--- src/rtl/imem_unlock_ctrl.sv ---
`default_nettype none
// ============================================================================
// Module   : imem_unlock_ctrl
// Purpose  : Key sequencer in front of a key-locked instruction memory. A key
//            is shifted in serially (MSB first) and then proven by fetching a
//            known signature word from SIG_ADDR. Only after a successful proof
//            does the memory address port follow the CPU PC and the core get
//            its run enable. Wrong keys are cleared and counted; after
//            MAX_TRIES failures the block stays locked out until reset.
// Ports    : clk          - system clock, all state on the rising edge
//            rst          - asynchronous, active-low reset
//            key_start    - pulse: begin (or restart) a key load
//            key_bit      - serial key bit, MSB first
//            key_bit_vld  - key_bit valid this cycle
//            pc_i         - CPU fetch address
//            imem_rd_i    - instruction memory read data (combinational)
//            imem_addr_o  - instruction memory address
//            imem_key_o   - instruction memory key
//            cpu_en_o     - core run enable
//            busy_o       - key load or proof in progress
//            locked_out_o - lockout reached
//            fail_cnt_o   - failed proofs so far, saturating at MAX_TRIES
// Revision : 1.0 - initial release
// ============================================================================
module imem_unlock_ctrl #(
  parameter logic [31:0] SIG_ADDR  = 32'h0000_0000,
  parameter logic [31:0] SIG_WORD  = 32'h0062_E233,
  parameter int unsigned MAX_TRIES = 3
) (
  input  logic        clk,
  input  logic        rst,
  input  logic        key_start,
  input  logic        key_bit,
  input  logic        key_bit_vld,
  input  logic [31:0] pc_i,
  input  logic [31:0] imem_rd_i,
  output logic [31:0] imem_addr_o,
  output logic [7:0]  imem_key_o,
  output logic        cpu_en_o,
  output logic        busy_o,
  output logic        locked_out_o,
  output logic [2:0]  fail_cnt_o
);

  localparam logic [2:0] C_MAX_TRIES = 3'(MAX_TRIES);

  typedef enum logic [2:0] {
    S_IDLE    = 3'd0,
    S_SHIFT   = 3'd1,
    S_PROBE   = 3'd2,
    S_CHECK   = 3'd3,
    S_RUN     = 3'd4,
    S_LOCKOUT = 3'd5
  } state_e;

  state_e      state_q, state_d;
  logic [7:0]  shift_q, shift_d;
  logic [2:0]  bit_cnt_q, bit_cnt_d;
  logic [31:0] capture_q, capture_d;
  logic [2:0]  fail_cnt_q, fail_cnt_d;
  logic [2:0]  fail_inc;

  assign fail_inc = fail_cnt_q + 3'd1;

  // --------------------------------------------------------------------------
  // State register
  // --------------------------------------------------------------------------
  always_ff @(posedge clk or negedge rst) begin
    if (!rst) begin
      state_q    <= S_IDLE;
      shift_q    <= 8'h00;
      bit_cnt_q  <= 3'd0;
      capture_q  <= 32'h0;
      fail_cnt_q <= 3'd0;
    end else begin
      state_q    <= state_d;
      shift_q    <= shift_d;
      bit_cnt_q  <= bit_cnt_d;
      capture_q  <= capture_d;
      fail_cnt_q <= fail_cnt_d;
    end
  end

  // --------------------------------------------------------------------------
  // Next-state logic
  // --------------------------------------------------------------------------
  always_comb begin
    state_d    = state_q;
    shift_d    = shift_q;
    bit_cnt_d  = bit_cnt_q;
    capture_d  = capture_q;
    fail_cnt_d = fail_cnt_q;

    case (state_q)
      S_IDLE: begin
        if (key_start) begin
          state_d   = S_SHIFT;
          shift_d   = 8'h00;
          bit_cnt_d = 3'd0;
        end
      end

      S_SHIFT: begin
        // A restart takes priority over a bit arriving in the same cycle.
        if (key_start) begin
          shift_d   = 8'h00;
          bit_cnt_d = 3'd0;
        end else if (key_bit_vld) begin
          shift_d   = {shift_q[6:0], key_bit};
          // Counter wraps to 0 on the eighth bit, ready for any later load.
          bit_cnt_d = bit_cnt_q + 3'd1;
          if (bit_cnt_q == 3'd7) begin
            state_d = S_PROBE;
          end
        end
      end

      S_PROBE: begin
        capture_d = imem_rd_i;
        state_d   = S_CHECK;
      end

      S_CHECK: begin
        if (capture_q == SIG_WORD) begin
          state_d = S_RUN;
        end else begin
          shift_d = 8'h00;
          if (fail_cnt_q != C_MAX_TRIES) begin
            fail_cnt_d = fail_inc;
          end
          if (fail_inc >= C_MAX_TRIES) begin
            state_d = S_LOCKOUT;
          end else begin
            state_d = S_IDLE;
          end
        end
      end

      S_RUN: begin
        // Proven key is frozen; only reset can leave this state.
      end

      S_LOCKOUT: begin
        shift_d = 8'h00;
      end

      default: begin
        state_d = S_IDLE;
      end
    endcase
  end

  // --------------------------------------------------------------------------
  // Outputs
  // --------------------------------------------------------------------------
  always_comb begin
    imem_addr_o  = SIG_ADDR;
    imem_key_o   = 8'h00;
    cpu_en_o     = 1'b0;
    busy_o       = 1'b0;
    locked_out_o = 1'b0;

    case (state_q)
      S_SHIFT: begin
        busy_o = 1'b1;
      end
      S_PROBE, S_CHECK: begin
        busy_o     = 1'b1;
        imem_key_o = shift_q;
      end
      S_RUN: begin
        imem_addr_o = pc_i;
        imem_key_o  = shift_q;
        cpu_en_o    = 1'b1;
      end
      S_LOCKOUT: begin
        locked_out_o = 1'b1;
      end
      default: begin
      end
    endcase
  end

  assign fail_cnt_o = fail_cnt_q;

endmodule
`default_nettype wire

--- config.mk ---
export PLATFORM = sky130hd
export DESIGN_NAME = imem_unlock_ctrl
export DESIGN_NICKNAME = d
export VERILOG_FILES = /design/src/rtl/imem_unlock_ctrl.sv
export SDC_FILE = /design/constraint.sdc
export NUM_CORES = 1
export LEC_CHECK = 0
export CORE_UTILIZATION = 30
export DETAILED_ROUTE_END_ITERATION = 12
export PLACE_DENSITY = 0.68
export SYNTH_ARGS = -nofsm -noshare
export SYNTH_HDL_FRONTEND = slang
export SYNTH_SLANG_ARGS = --single-unit
--- constraint.sdc ---
create_clock -name clk -period 3.5 [get_ports clk]
set_input_delay 0.7 -clock clk [delete_from_list [all_inputs] [get_ports clk]]
set_output_delay 0.7 -clock clk [all_outputs]
set_load 0.01 [all_outputs]
==> impl_results.md <==
* GRT overflow at 0
* Tightest Pin Transition at around 1.1 ns
* Initial core utilization at 0.309
* Commonest non-fill, non-tap cell in the layout: clkdlybuf4s50_1
* CTS max path bufs at 2
* Hold slack final at about 0.5 ns
* Critical-path cell list: nand2b_1 -> nor2_1 -> buf_4 -> and2_1 -> clkdlybuf4s50_1
* H-Tree Depth at 2
* 1st-iter DRT viols at 45
* P&R area growth vs syn at 53.0%
* Layout Nets at about 410
* Clk Latency, worst-skew pair at 0.30 ns
* Crit. End Element: primary output
* Crit-path leading delay family: buffers and inverters
* Seq/Total Area, Yosys at 0.482
* Slowest CP cell: dfrtp_1
* CTS root buffer: clkbuf_8
* Post-CTS Setup Repair Bufs at 0
* Synth warnings at 0
* Min-delay worst type: reg -> reg
* Fin Setup TNS at 0 ns
* Final setup viols at 0
* Finished Layout Cells at 439
* GP Congestion at 0.798
* Fin. Hold Viols at 0
* Fin worst setup slack at about 0.6 ns
* Crit path DAT at about 2.2 ns
* Router iterations before antenna repair at 4
* Die area at around 0.0088 sq mm
* Avg Inst Size Synth at around 12 sq um
* Final Max Tran Viols at 0
* Share of layout cells above drive strength 1 at 0.168
* I/O Buffers at 114
* Die Y at 94.1 microns
* Max cap viols at 0
* Routed wire length per instance at 14.0 microns
* Io pins at 115
* Drt total wl at about 6100 microns
* Vias per Instance at 4.78
* Total power at ~1200 uW
* F_max at 345 MHz
* Number of enable flip-flop cells after synthesis at 0
* Routed Antenna Nets at 0
* Worst Path Max Fanout at 33
* Top_reg_cell synth: dfrtp_1
* CTS tree: yes
* Core box area at 0.00822 sq mm
* Static Leakage at between 0.0015 and 0.002 uW
* Clk slew on worst S/H paths at approximately 0.1 ns
* Placed insts at about 430
* Most frequent cells in the layout: 113 x clkdlybuf4s50_1, 49 x dfrtp_1, 32 x and2_1
* Largest net degree at the start of global routing at 50
* Worst Path Buf+Inv at 2
* Syn nets at a little under 300
* First-pass GRT wire length at between 9000 and 10000 microns
* WS Path Type: reg -> out
* Post-CTS Hold Buffers at 0
* Outcome: finished, final reports clean
* Post-synthesis cell type count at 39
* Critical Path Source Type: register
* RSZ-0062 raised after global routing: false
* Syn Inst Count at roughly 220
* CTS Sinks at 49
* GRT Util Overall at 0.142
* Die W at 94.1 microns
* Setup WS pre-CTS at 0.867 ns
* WP data required at ~2.8 ns
* Max incr delay on CP at roughly 0.57 ns
* Min Tclk post-route at 2.90 ns
* Num CTS Buffers at 5
* Dpl hpwl at between 4000 and 5000 microns
* Max IR drop VDD at roughly 0.16 mV
* #FFs+latches synth at just under 50
* # rows at 33
* Crit share post-route at 0.829
* Pwr Density at a little over 300 mW/mm^2
* DRC at 0
* Antenna violations before repair at 0
* Clk_skew at about 0.012 ns
* Post-synthesis instance area at 0.00254 sq mm
* Async S/R FF share, synth at 1.00
* R2r setup slk at 1.69 ns
* # diodes at 0
* CTS resizes at 0
* Number of global-route vias before repair at between 2k and 2.5k
* Slew headroom at 0.240
* Routed vias at around 2.1k
-- cell usage after synthesis (all sizes together), types with 2 or more instances --
cell	instances	area, sq um
a21o	7	61.3
a21oi	4	20.0
a22oi	2	15.0
and2	32	200
and3	7	43.8
and4bb	2	25.0
buf	3	15.0
clkbuf	5	38.8
dfrtp	49	1230
ha	5	62.6
inv	7	26.3
mux2	32	360
mux2i	4	40.0
nand2	6	22.5
nand2b	2	20.0
nand4	4	25.0
nor2	9	33.8
nor2b	7	43.8
nor3	4	25.0
nor4	2	18.8
nor4b	3	26.3
nor4bb	6	60.1
o21ai	5	25.0
o311ai	2	17.5
-- per-layer routing --
layer  share of wire  up-vias  GRT usage
met3           0.086        5     0.0380
met1            0.41     1004      0.173
met5               0        -          0
li1                -      998          -
met2            0.49       91      0.251
met4          0.0081        0     0.0308
-- kinds of logic after synthesis --
| kind of cell | after synthesis | synth area share |
|---|---|---|
| simple gates | 88 | 0.227 |
| compound gates | 24 | 0.0738 |
| xor+xnor | 1 | 0.00345 |
| mux | 36 | 0.157 |
| flops | 49 | 0.482 |
| fa+ha+maj | 5 | 0.0246 |
| buf+inv | 15 | 0.0315 |
-- report_power, final --
part	internal, uW	switching (uW)
clock	215	193
combinational	105	55.7
sequential	587	21.4
-- per-stage QoR --
stage,area (sq um),utilization
floorplan,2540,-
global placement,3780,0.460
detailed placement,3780,0.460
CTS,3890,0.473
global route,3890,0.473
finish,3890,0.473
-- final timing paths --
check,endpoint,cells after the start,from
setup / recovery,imem_addr_o[14],5,state_q[2]
hold / removal,capture_q[27],1,capture_q[27]
setup reg to reg,shift_q[7],4,capture_q[25]
hold reg to reg,capture_q[27],1,capture_q[27]
max in group asynchronous,capture_q[8],1,rst
min in group asynchronous,capture_q[13],1,rst
-- sequential cells by signal, indices dropped and copies added (netlist names) --
register    cells
bit_cnt_q       3
fail_cnt_o      3
shift_q         8
capture_q      32
state_q         3
-- final cells by class --
cell class              count  area (sq um)
clock buffers               6          72.6
clock inverters             2          38.8
flip-flops and latches     49          1230
repair buffers            116          1150
inverters                   7          26.3
fillers                   767          4330
multi-input cells         154          1240
well taps                 105           131
Note: power is estimated with default switching activity, not from simulation.
